[src/rtl/fetch_pkg.sv]
// Shared defaults and FSM encodings for the instruction prefetch stage.
package fetch_pkg;

  localparam int PC_W_DEF     = 8;
  localparam int INSTR_W_DEF  = 16;
  localparam int RESET_PC_DEF = 0;

  localparam logic [1:0] ST_START  = 2'd0;
  localparam logic [1:0] ST_RUN    = 2'd1;
  localparam logic [1:0] ST_SQUASH = 2'd2;

endpackage

[src/rtl/fetch_fifo.sv]
// Small synchronous FIFO with flush; head is read straight from storage at the
// registered read pointer so it never depends on this cycle's pop.
module fetch_fifo #(
  parameter int DEPTH  = 4,
  parameter int DATA_W = 24
) (
  input  logic                   i_clk,
  input  logic                   i_rst,
  input  logic                   i_push,
  input  logic                   i_pop,
  input  logic                   i_clear,
  input  logic [DATA_W-1:0]      i_data,
  output logic [DATA_W-1:0]      o_head,
  output logic                   o_valid,
  output logic [$clog2(DEPTH):0] o_count
);

  localparam int AW = $clog2(DEPTH);

  logic [DATA_W-1:0] r_mem [DEPTH];
  logic [AW-1:0]     r_wr_ptr;
  logic [AW-1:0]     r_rd_ptr;
  logic [AW:0]       r_count;
  logic              w_pop;

  assign w_pop = i_pop && (r_count != '0);

  always_ff @(posedge i_clk) begin
    if (i_rst || i_clear) begin
      r_wr_ptr <= '0;
      r_rd_ptr <= '0;
      r_count  <= '0;
    end else begin
      if (i_push) r_wr_ptr <= r_wr_ptr + 1'b1;
      if (w_pop)  r_rd_ptr <= r_rd_ptr + 1'b1;
      case ({i_push, w_pop})
        2'b10:   r_count <= r_count + 1'b1;
        2'b01:   r_count <= r_count - 1'b1;
        default: r_count <= r_count;
      endcase
    end
  end

  // Storage carries no reset; only the pointers and count define validity.
  always_ff @(posedge i_clk) begin
    if (i_push && !i_clear) r_mem[r_wr_ptr] <= i_data;
  end

  assign o_head  = r_mem[r_rd_ptr];
  assign o_valid = (r_count != '0);
  assign o_count = r_count;

  a_no_overflow: assert property (@(posedge i_clk) disable iff (i_rst)
    !(i_push && !i_clear && r_count == (AW+1)'(DEPTH)));

endmodule

[src/rtl/fetch_unit.sv]
// Instruction prefetch: issues sequential reads under a credit limit, tags
// returning words with their PC, and flushes everything on a redirect.
module fetch_unit
  import fetch_pkg::*;
#(
  parameter int DEPTH    = 4,
  parameter int PC_W     = PC_W_DEF,
  parameter int INSTR_W  = INSTR_W_DEF,
  parameter int RESET_PC = RESET_PC_DEF
) (
  input  logic                   clk,
  input  logic                   reset,
  output logic [PC_W-1:0]        imem_addr,
  output logic                   imem_en,
  input  logic [INSTR_W-1:0]     imem_data,
  input  logic                   redirect,
  input  logic [PC_W-1:0]        redirect_pc,
  output logic [INSTR_W-1:0]     instr,
  output logic [PC_W-1:0]        instr_pc,
  output logic                   instr_valid,
  input  logic                   instr_ready,
  output logic [PC_W-1:0]        fetch_pc,
  output logic [$clog2(DEPTH):0] occupancy
);

  localparam int CNT_W = $clog2(DEPTH) + 1;
  localparam logic [PC_W-1:0] LP_RESET_PC = PC_W'(RESET_PC);

  logic [1:0]              r_state;
  logic [PC_W-1:0]         r_fetch_pc;
  logic [PC_W-1:0]         r_inflight_pc;
  logic                    r_inflight_vld;
  logic                    w_issue;
  logic                    w_push;
  logic                    w_pop;
  logic [CNT_W-1:0]        w_credit;
  logic [INSTR_W+PC_W-1:0] w_head;

  // Credit counts the outstanding read but not a same-cycle pop, so a full
  // FIFO always has room for the word already in flight.
  assign w_credit = occupancy + CNT_W'(r_inflight_vld);
  assign w_issue  = !reset && !redirect
                  && (r_state == ST_RUN || r_state == ST_SQUASH)
                  && (w_credit < CNT_W'(DEPTH));
  assign w_push   = r_inflight_vld && !redirect && !reset;
  assign w_pop    = instr_valid && instr_ready;

  always_ff @(posedge clk) begin
    if (reset) begin
      r_state        <= ST_START;
      r_fetch_pc     <= LP_RESET_PC;
      r_inflight_vld <= 1'b0;
    end else begin
      if (redirect)                r_state <= ST_SQUASH;
      else if (r_state != ST_RUN)  r_state <= ST_RUN;

      if (redirect)     r_fetch_pc <= redirect_pc;
      else if (w_issue) r_fetch_pc <= r_fetch_pc + 1'b1;

      r_inflight_vld <= w_issue;
    end
  end

  always_ff @(posedge clk) begin
    if (w_issue) r_inflight_pc <= r_fetch_pc;
  end

  fetch_fifo #(
    .DEPTH  (DEPTH),
    .DATA_W (INSTR_W + PC_W)
  ) u_fifo (
    .i_clk   (clk),
    .i_rst   (reset),
    .i_push  (w_push),
    .i_pop   (w_pop),
    .i_clear (redirect),
    .i_data  ({imem_data, r_inflight_pc}),
    .o_head  (w_head),
    .o_valid (instr_valid),
    .o_count (occupancy)
  );

  assign imem_en   = w_issue;
  assign imem_addr = r_fetch_pc;
  assign fetch_pc  = r_fetch_pc;
  assign instr     = w_head[INSTR_W+PC_W-1:PC_W];
  assign instr_pc  = w_head[PC_W-1:0];

endmodule

[config.mk]
export PLATFORM = sky130hd
export DESIGN_NAME = fetch_unit
export DESIGN_NICKNAME = d
export VERILOG_FILES = /design/src/rtl/fetch_pkg.sv /design/src/rtl/fetch_fifo.sv /design/src/rtl/fetch_unit.sv
export SDC_FILE = /design/constraint.sdc
export NUM_CORES = 1
export LEC_CHECK = 0
export CAP_MARGIN = 20
export CORE_MARGIN = 3
export CORE_UTILIZATION = 50
export DETAILED_ROUTE_END_ITERATION = 10
export PLACE_DENSITY_LB_ADDON = 0.05
export SLEW_MARGIN = 40
export SYNTH_ARGS = -nofsm -noshare
export SYNTH_HDL_FRONTEND = slang
export SYNTH_HIERARCHICAL = 1
export SYNTH_SLANG_ARGS = --single-unit
[constraint.sdc]
create_clock -name clk -period 2.9 [get_ports clk]
set_input_delay 0.29 -clock clk [delete_from_list [all_inputs] [get_ports clk]]
set_output_delay 0.29 -clock clk [all_outputs]
set_load 0.005 [all_outputs]
# Word-level counts from Yosys, hierarchy flattened
# Memory sizes are Yosys's and may differ from the RTL's. A register that Yosys moved wholly into a read port is not among the register bits.
# Index checks and enable logic that the tools add are counted.
[classes] n_addsub=6 n_lt_le_gt_ge=1 n_eq_ne=5 muxes=9 n_reduce_logical=17
[op_table] cell="$mux W8" count=2
[op_table] cell="$add A8 B1 Y8 const B" count=1
[op_table] cell="$logic_and A1 B1 Y1" count=8
[op_table] cell="$mux W2" count=4
[op_table] cell="$pmux W3 S2" count=1
[op_table] cell="$reduce_bool A2 Y1" count=3
[op_table] cell="$add A2 B1 Y2 const B" count=2
[op_table] cell="$eq A2 B1 Y1 const B" count=2
[op_table] cell="$eq A2 B2 Y1 const B" count=2
[op_table] cell="$add A3 B1 Y3" count=1
[op_table] cell="$add A3 B1 Y3 const B" count=1
[op_table] cell="$lt A3 B3 Y1 const B" count=1
[op_table] cell="$reduce_bool A3 Y1" count=1
[op_table] cell="$sub A3 B1 Y3 const B" count=1
[op_table] cell="$logic_not A1 Y1" count=2
[op_table] cell="$logic_or A1 B1 Y1" count=2
[op_table] cell="$mux W1" count=2
[op_table] cell="$ne A2 B1 Y1 const B" count=1
[op_table] cell="$reduce_or A2 Y1" count=1
[word_totals] register_bits=26 ramBits=96 input_bits=28 mem_count=1
[mem_list] memory="u_fifo.r_mem" depth=4 width=24 rd=1 rd_clocked_by_memory_dff=1 write_ports=1 line="fetch_fifo.sv:20" rtl="logic [DATA_W-1:0] r_mem [DEPTH];"

# Depth between registers and ports, before layout
# Gate-level depths: netlist of run 1.
[logic_depth] word_depth=6 ltp_mapped=10

# Cells and area by module
# Netlist of run 1, hierarchy kept.
[modules_own_cells] mod="fetch_fifo" instances=1 cells_per_inst=175 area_each_um2=3956.3
[modules_own_cells] mod="fetch_unit" instances=1 cells_per_inst=86 area_each_um2=915.9

# Least setup slack after synthesis of run 1
# No wires, ideal clock.
[synth_path] kind="register -> register" start="register u_fifo.r_count[0] (netlist: u_fifo/o_count[0])" end="register u_fifo.r_count[2] (netlist: u_fifo/o_count[2])" setup_time_ns=0.070 arrival_ns=2.040 path_slack_ns=0.790 path_stages_with_launch=10 n_path_buf=0 synth_period_minus_slack_ns=2.110 cell_sequence="dfxtp_1 -> or3_1 -> and2_1 -> o31a_1 -> ha_1 -> inv_1 -> fa_1 -> xor2_1 -> or3_1 -> a21oi_1"
[synth_via] elab_chain_cells=5 word_cells_on_any_way=9 classes_between="2 x add/sub; 2 x eq/ne; 1 x mux; 4 x reduce/logical"
[synth_lines] item="start: declaration" line="fetch_fifo.sv:23" rtl="logic [AW:0] r_count;"
[synth_lines] item="start signal: assignment" line="fetch_fifo.sv:37" rtl="2'b10: r_count <= r_count + 1'b1;"
[synth_lines] item="start signal: assignment" line="fetch_fifo.sv:38" rtl="2'b01: r_count <= r_count - 1'b1;"
[synth_lines] item="start signal: assignment" line="fetch_fifo.sv:39" rtl="default: r_count <= r_count;"
[synth_lines] item="$reduce_bool A3 Y1 *" line="fetch_fifo.sv:50" rtl="assign o_valid = (r_count != '0);"
[synth_lines] item="via instr_valid" line="fetch_unit.sv:20" rtl="output logic instr_valid,"
[synth_lines] item="$logic_and A1 B1 Y1 *" line="fetch_unit.sv:46" rtl="assign w_pop = instr_valid && instr_ready;"
[synth_lines] item="via w_pop" line="fetch_unit.sv:35" rtl="logic w_pop;"
[synth_lines] item="$logic_and A1 B1 Y1 *" line="fetch_fifo.sv:26" rtl="assign w_pop = i_pop && (r_count != '0);"
[synth_lines] item="via u_fifo.w_pop" line="fetch_fifo.sv:24" rtl="logic w_pop;"
[synth_lines] item="$eq A2 B1 Y1 / $eq A2 B2 Y1 (equally long branches)" line="fetch_fifo.sv:36" rtl="case ({i_push, w_pop})"
[synth_lines] item="$pmux W3 S2 / $reduce_bool A2 Y1 (equally long branches)"
# Mark *: on every way through the listed nets, which the timed path passes. The rest lies on a longest branch.
# A chain may end at the register's enable or synchronous reset.

# Worst setup path in the final report of run 1
[layout_path] start="register u_fifo.r_count[0] (netlist: u_fifo/o_count[0])" end="output port imem_en"
[layout_via] elab_chain_cells=3
[layout_lines] item="$add A3 B1 Y3" line="fetch_unit.sv:41" rtl="assign w_credit = occupancy + CNT_W'(r_inflight_vld);"
[layout_lines] item="$lt A3 B3 Y1" line="fetch_unit.sv:44" rtl="&& (w_credit < CNT_W'(DEPTH));"
[layout_lines] item="$logic_and A1 B1 Y1" line="fetch_unit.sv:44"
[layout_lines] item="end: declaration" line="fetch_unit.sv:14" rtl="output logic imem_en,"
# No other way between the ends.

==> summary.md, run 1 <==
| Metric | Value |
|---|---|
| Setup TNS | 0 ps |
| Worst EP required | roughly 2600 ps |
| Ys Warns | 6 |
| Syn avg cell area | around 19 um^2 |
| Vias post-DR | roughly 2600 |
| Startpoint types | register |
| Worst Hold End | fetch_pc[1] |
| Hold Path Depth | 3 |
| Initial antenna violation count | 0 |
| Setup CP Type | register to primary output |
| CTS sink cnt | approximately 120 |
| Drt first pass iters | 4 |
| Synth Cell Area | ~5000 um^2 |
| Clock-pin slew on the worst setup and hold paths | roughly 60 ps |
| Final setup viols | 0 |
| Yosys reg bits | between 100 and 150 |
| R2R cell count | 9 |
| Share of layout cells above drive strength 1 | 0.182 |
| Layout Nets | 380 |
| DR iter-0 viols | 94 |
| Rows | 35 |
| Die height | around 100 um |
| Reg-to-reg endpoint | u_fifo/o_count[2] |
| Max_cap viols | 0 |
| RePlAce Congestion | between 0.7 and 0.8 |
| Worst hold slack | between 300 and 400 ps |
| Hold path startpoint | redirect_pc[1] |
| Total CTS buffers | 17 |
| Ranking of synthesized cells by area | edfxtp_1 (64%), mux4_2 (9.2%), dfxtp_1 (8.2%), mux4_1 (2.2%), ha_1 (1.8%) |
| Register area share after synthesis | 0.723 |
| Die W | 105 um |
| Post-layout util | 0.672 |
| Max_slew headroom | 0.601 |
| Final hold violations | 0 |
| Vias/cell | 5.28 |
| Status | finished clean |
| Placeable core area | ~9400 um^2 |
| Final Cycle Share | 0.894 |
| Worst-path fanout max | 14 |
| Routed WL | 8310 um |
| Largest net degree at the start of global routing | 25 |
| Clk root buf | clkbuf_8 |
| Fmax | roughly 390 MHz |
| Worst-Skew Late Latency | just over 500 ps |
| Synth cell count leaders | edfxtp_1 (104), dfxtp_1 (20), mux4_2 (20) |
| First-pass GRT wire length | 13900 um |
| Post-Synthesis Cells | roughly 260 |
| Top Ports | 73 |
| RSZ-0062 raised after global routing | no |
| Remaining routing DRC violations | 0 |
| Minimum clock period | around 2600 ps |
| Count of pins over their slew limit | 0 |
| R2r setup slk | ~630 ps |
| Clock Skew | around 5.7 ps |
| Critical path arrival | about 2300 ps |
| DR WL/cell | roughly 17 um |
| Synth-to-Final Area Change | 29.3% |
| EDFF count, synth | between 100 and 150 |
| Die footprint | 11000 um^2 |
| Mapped Nets | just under 300 |
| Total Routing Usage GR | 0.168 |
| Initial Util | 0.520 |
| R2r startpoint | u_fifo/o_count[0] |
| Top-count cell post-synth | edfxtp_1 |
| PD cells | just under 700 nW/um^2 |
| Postcts setup bufs | 0 |
| Total grt overflow | 0 |
| Synth area leader | edfxtp_1 |
| # fillers | about 700 |
| Max clock buf depth | 2 |
| Hold crit path type | input pin to register |
| Ys async rst share | 0 |
| Post-DP HPWL | roughly 5200 um |
| Number of distinct library cells after synthesis | 40 |
| Detail Route Antenna Nets | 0 |
| CTS tree | done |
| IO buf count | between 70 and 80 |
| H-tree lvl count | 4 |
| Worst IR Drop VDD | 0.403 mV |
| Top_reg_cell synth | edfxtp_1 |
| CP endpoint kind | primary output |
| Resize count post-CTS | 0 |
| Number of diodes | 0 |
| Hold Buf Count CTS | 0 |
| Leakage | a little over 2 nW |
| Vias in the first global route | roughly 2700 |
| Worst slew pin tran | 598 ps |
| Share of the synthesized area in the top cell type | 0.641 |
[logic make-up after synthesis]
group / count (synthesis) / share of synthesized area
AND/OR/NAND/NOR: 44 / 0.0501
XOR/XNOR: 6 / 0.0108
multiplexers: 26 / 0.118
AO/OA/AOI/OAI: 23 / 0.0360
flip-flops: 124 / 0.723
adder cells (fa/ha/maj): 8 / 0.0221
buffers and inverters: 30 / 0.0398
[metal layers]
metal,share of wire,vias up,global-route usage
li1,-,1202,-
met1,0.43,1287,0.210
met2,0.51,69,0.268
met5,0,-,0
met3,0.046,10,0.0506
met4,0.016,0,0.0815
[area by class of cell]
cell class | count | area [um^2] | area share
multi-input combinational | 107 | 1150 | 0.183
inverter | 12 | 45.0 | 0.00715
sequential | 124 | 3520 | 0.559
clock inverter | 13 | 198 | 0.0314
tap | 129 | 161 | 0.0256
clock buffer | 19 | 422 | 0.0669
timing repair buffer | 82 | 796 | 0.126
[where the power goes]
part / switching [mW] / internal (mW)
combinational: 0.0491 / 0.0798
clock: 0.710 / 1.47
sequential: 0.0204 / 1.95
total: 0.780 / 3.50
[cell usage in the layout, fill, tap and decap left out, types with 6 or more instances in the layout]
cell               n
nor2_1            13
dfxtp_1           19
edfxtp_1         104
ha_1               7
inv_1             12
buf_4             10
and2_1             6
mux4_2            20
clkbuf_16         16
clkdlybuf4s50_1   72
[worst max-delay path by stage]
stage | start | end | slack [ps]
floorplan | u_fifo/o_count[0] | u_fifo/o_count[2] | 790
detailed placement | redirect | u_fifo/o_count[2] | 480
global placement | redirect | u_fifo/o_count[2] | 520
CTS | u_fifo/o_count[0] | imem_en | 270
global route | u_fifo/o_count[0] | imem_en | 10
finish | u_fifo/o_count[0] | imem_en | 310
[stage by stage]
stage | instance area [um^2] | worst slack (ps) | instances | power (mW)
after global placement | 5680 | 520 | 454 | 2.13
after global routing | 6300 | 11.4 | 486 | 4.42
final | 6300 | 307 | 486 | 4.28
after CTS | 6300 | 273 | 486 | 4.32
after floorplan | 4870 | 790 | 261 | 2.05
after detailed placement | 5680 | 476 | 454 | 2.13
[worst max-delay path, cell delays in order (launching register included)]
cell             delay, ps
dfxtp_1                480
a31oi_1                170
o21ai_2                530
inv_1                  140
clkdlybuf4s50_1        480
[sequential cells by signal, indices dropped and copies added (netlist names), named ones only]
| name | cells |
|---|---|
| r_state | 2 |
| u_fifo/r_mem | 96 |
| u_fifo/r_rd_ptr | 2 |
| u_fifo/r_wr_ptr | 2 |
| fetch_pc | 8 |
| u_fifo/o_count | 3 |
| r_inflight_vld | 1 |
| r_inflight_pc | 8 |
No activity file was read; power rests on OpenSTA's default activity.
==> inputs of run 2 (changes only) <==
CAP_MARGIN = 40   (was 20)
TNS_END_PERCENT = 5   (was default)
==> results of run 2 <==
Final layout, timing and power as in run 1 (identical DEF).
==> inputs of run 3 (changes only) <==
CORE_MARGIN = 5   (was 3)
PLACE_DENSITY = 0.75   (was default)
PLACE_DENSITY_LB_ADDON = default   (was 0.05)
==> run 3 against run 2 <==
Total power hardly changed; critical path type unchanged; via count is 0.62% lower; final area is 0.20% higher; clock power hardly changed; register-to-register slack hardly changed; die area is 7.8% higher; critical path depth is 1 lower; critical endpoint is now instr[13]; non-clock buffer count stayed put; first-iteration DRC count is 1.1% higher; highest routed layer unchanged; final cell count is 0.82% higher.
==> summary.md, run 3 (synthesis results as in run 1) <==
| Metric | Value |
|---|---|
| H-tree lvl count | 4 |
| P_sw | roughly 840 uW |
| Max FFs per register | 96 |
| Post-layout util | 0.655 |
| PD cells | approximately 680 nW/um^2 |
| Max_slew headroom | 0.596 |
| Final hold violations | 0 |
| Status | finished clean |
| Rows | 36 |
| Postcts setup bufs | 0 |
| Vias post-DR | 2552 |
| Worst-path fanout max | 11 |
| Fmax | between 300 and 400 MHz |
| Remaining routing DRC violations | 0 |
| # fillers | about 700 |
| Post-DP HPWL | between 5000 and 6000 um |
| Total CTS buffers | 17 |
| Hold Buf Count CTS | 0 |
| Drt first pass iters | 4 |
| Gate power share | 0.030 |
| Total Routing Usage GR | 0.162 |
| CTS sink cnt | approximately 120 |
| Worst IR Drop VDD | 0.409 mV |
| Final setup viols | 0 |
| CTS tree | done |
| Detail Route Antenna Nets | 0 |
| Setup TNS | 0 ps |
| Clk root buf | clkbuf_8 |
| Synth-to-Final Area Change | 29.6% |
| Clock network fraction of design power | 0.510 |
| Top Ports | 73 |
| Vias in the first global route | 2707 |
| Initial antenna violation count | 0 |
| Routed WL | between 8000 and 9000 um |
| R2r startpoint | u_fifo/o_count[0] |
| Worst-Skew Late Latency | about 500 ps |
| IO buf count | 72 |
| Total chip power | between 4 and 5 mW |
| Setup ws final | 305 ps |
| RePlAce Congestion | around 0.85 |
| Worst slew pin tran | ~600 ps |
| Setup CP Type | register to primary output |
| Hold path startpoint | redirect_pc[1] |
| DR iter-0 viols | 95 |
| Total grt overflow | 0 |
| Critical path arrival | 2300 ps |
| Leakage | between 2 and 2.5 nW |
| Top reg by flops | u_fifo/r_mem |
| Vias/cell | 5.21 |
| Number of diodes | 0 |
| RSZ-0062 raised after global routing | no |
| Final Cycle Share | 0.895 |
| Pre-CTS setup slack | between 400 and 500 ps |
| Most common cell after layout, fill and taps aside | edfxtp_1 |
| Initial Util | 0.505 |
| Sw Share | 0.197 |
| Startpoint types | register |
| Worst EP required | ~2600 ps |
| DR WL/cell | 17.4 um |
| Sequential share of power | 0.459 |
| Die W | 109 um |
| Largest net degree at the start of global routing | 25 |
| Clock-pin slew on the worst setup and hold paths | 60 ps |
| Max clock buf depth | 2 |
| Most frequent cells in the layout | edfxtp_1 (104), clkdlybuf4s50_1 (72), mux4_2 (20) |
| Layout Nets | 380 |
| First-pass GRT wire length | 14000 um |
| Internal | ~3.4 mW |
| Count of pins over their slew limit | 0 |
| Clock Skew | roughly 6 ps |
| Die footprint | 11800 um^2 |
| Hold crit path type | input pin to register |
| Resize count post-CTS | 0 |
| Minimum clock period | about 2600 ps |
| Share of layout cells above drive strength 1 | 0.193 |
| Max_cap viols | 0 |
| Die height | around 110 um |
| CP endpoint kind | primary output |
| Placeable core area | between 9000 and 10000 um^2 |
## run 3: cell count changes in the layout (fill, tap and decap cells not counted), moves of 2 or more
cell / delta
clkbuf_1: -2
clkinv_1: -2
inv_6: +4
clkinv_4: +6
clkinvlp_4: -4
## run 3: critical path, cell delays in order (launching register included)
cell	delay, ps
dfxtp_2	460
buf_4	290
mux4_1	580
clkdlybuf4s50_1	470
## run 3: metal layers
metal | part of all wire | GRT usage | wire length, um
met5 | 0 | 0 | 0
met4 | 0.0073 | 0.0568 | 62
met3 | 0.056 | 0.0568 | 478
met2 | 0.48 | 0.255 | 4110
met1 | 0.45 | 0.210 | 3860
## run 3: worst paths after layout
check                           slack [ps]  depth (start not counted)                end
worst max register to register         640                          9  u_fifo/o_count[2]
worst max-delay path                   310                          3          instr[13]
worst min register to register         460                          2         r_state[0]
worst min-delay path                   360                          3        fetch_pc[1]
## run 3: cell type report
class,count,area (um^2),share of cell area
Tap cell,133,166,0.0264
Multi-Input combinational cell,107,1150,0.183
Clock inverter,15,213,0.0337
Timing Repair Buffer,82,796,0.126
Clock buffer,17,414,0.0656
Sequential cell,124,3520,0.558
Inverter,12,45.0,0.00713
## run 3: stage by stage
stage               hold WS [ps]  area (um^2)  std cells
finish                       361         6310        490
global route                 357         6310        490
CTS                          331         6310        490
detailed placement           441         5690        458
global placement             437         5690        458
floorplan                    389         4870        261
## run 3: power groups by stage
stage               sequential (mW)  clock (mW)  combinational (mW)
floorplan                      2.00           0              0.0498
global placement               2.00           0               0.128
detailed placement             2.00           0               0.131
CTS                            1.97        2.22               0.132
global route                   1.97        2.31               0.143
finish                         1.97        2.18               0.130
==> RTL change 1: new RTL, config.mk and constraints of run 2 <==
The package constant `PC_W_DEF` goes from 8 to 7.
--- a/src/rtl/fetch_pkg.sv
+++ b/src/rtl/fetch_pkg.sv
@@ -3,3 +3,3 @@
 
-  localparam int PC_W_DEF     = 8;
+  localparam int PC_W_DEF     = 7;
   localparam int INSTR_W_DEF  = 16;
Ports: changed (resized fetch_pc, imem_addr, instr_pc and redirect_pc); port bits go from 73 to 69. The function was not compared with the original's and may differ.
==> RTL change 1 against run 2 <==
- setup slack lost 0.061 ns
- sequential power shrank 5%
- utilization grew 0.95 points
- sequential share of layout area decreased by 0.34 points
- area after synthesis is 4.9% lower
- final area shrank 4.2%
- routed wire length down 3.6%
- power down 4.1%
- worst hold slack improved by 0.00057 ns
- sequential cell count down 6
- clock skew grew 0.0041 ns
- critical endpoint is now instr[8]
==> RTL change 1: results <==
[place]
gp_congestion = 0.7579
dp.final_hpwl_um = 4787
port-buffer-count = 68
preCtsSetupSlack_ns = 0.4800

[power]
max-vdd-ir-drop_mv = 0.4189
power.share.switching = 0.1794
leakage_uw = 0.002000

[layout]
fillers = 610
largest_reg_flops = 92
design.final.nets = 363
registers.top_by_ff_count = "u_fifo/r_mem"
final_layout_size_suffix_gt1_frac = 0.1877

[sta]
clk_skew_ns = 0.009782
timing_worst_slew_pin_value_ns = 0.6321

[yosys]
yosys-top-cells-count = "sky130_fd_sc_hd__edfxtp_1, sky130_fd_sc_hd__mux4_2, sky130_fd_sc_hd__dfxtp_1"
synth_top_cells_by_area = "sky130_fd_sc_hd__edfxtp_1, sky130_fd_sc_hd__mux4_2, sky130_fd_sc_hd__dfxtp_1"
post_synth_edffs = 99
yosysSeqAreaShare = 0.7239
synth-main-ff-cell = "sky130_fd_sc_hd__edfxtp_1"
synthesis.nets = 283

[global_route]
grt_pass1_vias = 2496
grt_antenna_before_repair = 0
grt_max_degree = 24
grt_util_all_layers = 0.1675
global_route_wire_length_before_repair_um = 12720

[detailed_routing]
starting_drt_drc_count = 73
vias_per_cell = 5.312
drt_wl_total_um = 8004
drtPass1Iterations = 4

[status]
run_status = "completed"

[critical_path]
arrival_time_reported_for_the_critical_path_endpoint_ns = 2.36
path_max_fanout = 11
RTL change 1: cell types whose count changed after synthesis, moves of 4 or more:
cell,change
sky130_fd_sc_hd__a311oi_1,+5
sky130_fd_sc_hd__edfxtp_1,-5
sky130_fd_sc_hd__nor2_1,+5
sky130_fd_sc_hd__a31oi_1,-4
sky130_fd_sc_hd__nor4_1,+4
sky130_fd_sc_hd__o21ai_0,+4
sky130_fd_sc_hd__o311ai_0,-4
RTL change 1: power by group through the flow:
stage          registers (uW)  clock network [uW]  logic, uW
3_3_place_gp             1900                   0        128
2_1_floorplan            1900                   0       50.3
4_1_cts                  1870                2150        131
3_5_place_dp             1910                   0        130
6_report                 1870                2100        129
5_1_grt                  1870                2230        142
RTL change 1: logic make-up (layout without fill, tap and decap cells):
group | after synthesis | count (layout) | share of synthesized area
AO/OA/AOI/OAI | 20 | 20 | 0.03025
flip-flops | 118 | 118 | 0.7239
AND/OR/NAND/NOR | 46 | 46 | 0.05700
multiplexers | 24 | 24 | 0.1164
XOR/XNOR | 6 | 6 | 0.01297
buffers and inverters | 26 | 119 | 0.03619
adder cells (fa/ha/maj) | 8 | 8 | 0.02323
RTL change 1: worst max-delay path, stage by stage (launching register included):
cell and delay, ns:
sky130_fd_sc_hd__dfxtp_2 0.57, sky130_fd_sc_hd__buf_4 0.29, sky130_fd_sc_hd__mux4_2 0.54, sky130_fd_sc_hd__clkdlybuf4s50_1 0.46
RTL change 1: final timing paths:
kind,cells after the start,start,slack (ns),endpoint
hold reg to reg,2,r_state[0],0.47,r_state[0]
setup reg to reg,9,u_fifo/o_count[2],0.65,u_fifo/o_count[2]
hold / removal,3,redirect_pc[1],0.36,fetch_pc[1]
setup / recovery,3,flop,0.25,instr[8]
RTL change 1: stage by stage:
step,instances,power (uW),cell area (um^2),util
2_1_floorplan,248,1952,4632,-
3_3_place_gp,417,2033,5403,0.6106
3_5_place_dp,417,2035,5403,0.6106
4_1_cts,449,4154,6033,0.6818
5_1_grt,449,4243,6033,0.6818
6_report,449,4102,6033,0.6818
RTL change 1: final cells by class:
type | count | area share
clock buffer | 27 | 0.09581
timing repair buffer | 78 | 0.1273
clock inverter | 5 | 0.008710
sequential | 118 | 0.5560
tap | 108 | 0.02240
multi-input combinational | 104 | 0.1842
inverter | 9 | 0.005599
RTL change 1: layer usage:
metal | GRT usage | vias to the layer above | wire length, um
met5 | 0 | - | 0
met4 | 0.05449 | 0 | 34
met3 | 0.06621 | 4 | 461
met2 | 0.2774 | 73 | 4063
met1 | 0.2028 | 1167 | 3445
li1 | - | 1141 | -
==> RTL change 2: new RTL, settings of run 2 <==
Made on the original files. Reset style: asynchronous (`reset`), changed in one clocked block.
--- a/src/rtl/fetch_unit.sv
+++ b/src/rtl/fetch_unit.sv
@@ -47,3 +47,3 @@
 
-  always_ff @(posedge clk) begin
+  always_ff @(posedge clk or posedge reset) begin
     if (reset) begin
Function: differs if reset is asserted again (counterexample within 4 cycles, from zero or initial values and one cycle with reset high); with reset held inactive, the same outputs for 10 cycles.
==> RTL change 2 against run 2 <==
- setup slack lost 0.15 ns
- routed wire length up 3.1%
- final cell count is 0.41% higher
- area after synthesis increased by 0.72%
- sequential cell count stayed put
- final area up 0.46%
- power decreased by 1.6%
- synthesized cell count grew 0.77%
- highest routed layer unchanged
- critical path depth unchanged
- utilization increased by 0.31 points
==> RTL change 2: results <==
[status]
run_status = "completed"

[yosys]
synthesis.nets = 299
yosys.cell_types.count = 39
ys_async_sr_fraction = 0.08871
post_synthesis_share_of_cell_area_spent_on_xor_and_xnor_gates = 0.01224
synth.area.mux_share = 0.1152
yosysSeqAreaShare = 0.7292
synth_compound_gate_area_share = 0.02907

[layout]
clk_cell_area_share = 0.09271
nMultiInputCombCells = 110
final-seq-area_um2 = 3580
bufAreaShareNonClock = 0.1297
final_layout_size_suffix_gt1_frac = 0.1699
final.clkbuf_count = 25
fillers = 687

[power]
power_switching_uw = 774.9
clkPwrFrac = 0.486

[place]
dp.final_hpwl_um = 5348
gp_congestion = 0.8101

[sta]
slew_headroom = 0.6573

[critical_path]
reg2reg_from = "u_fifo/o_count[2]"
cpPeakStageDelay_ns = 0.57
critical_path.top_delay_family = "simple AND/OR/NAND/NOR gates"
setup.worst_path.start = "r_state[0]"
path_max_fanout = 8
timing.critical_path.slowest_stage_cell = "sky130_fd_sc_hd__clkdlybuf4s50_1"

[global_route]
global_route.usage.met2 = 0.2658
grt_util_all_layers = 0.1676
grt_pass1_vias = 2721
met3_usage = 0.04385

[detailed_routing]
drt_wl_total_um = 8560
-- RTL change 2: changes by cell type in the layout (fill, tap and decap cells not counted), sizes merged, moves of 3 or more --
cell	delta
dfrtp	+11
dfxtp	-11
clkbuf	+6
o31ai	+6
or4	+6
nor2	+5
a31oi	+4
nand4	+4
o311ai	-4
a32oi	-3
clkinvlp	-3
nand3b	-3
-- RTL change 2: final timing paths --
kind,endpoint,slack (ns),cells after the start
hold / removal,r_inflight_vld,0.18,3
hold reg to reg,u_fifo/r_mem[1][0],0.49,0
setup reg to reg,u_fifo/o_count[2],0.56,9
setup / recovery,imem_en,0.16,4
max in group asynchronous,fetch_pc[2],2.57,3
min in group clk,fetch_pc[7],0.36,3
-- RTL change 2: per-stage QoR --
stage	worst slack (ns)	cells	instance area, um^2
floorplan	0.7329	263	4907
global placement	0.4535	456	5743
detailed placement	0.3956	456	5743
CTS	0.08363	488	6330
global route	0.002885	488	6330
finish	0.1592	488	6330
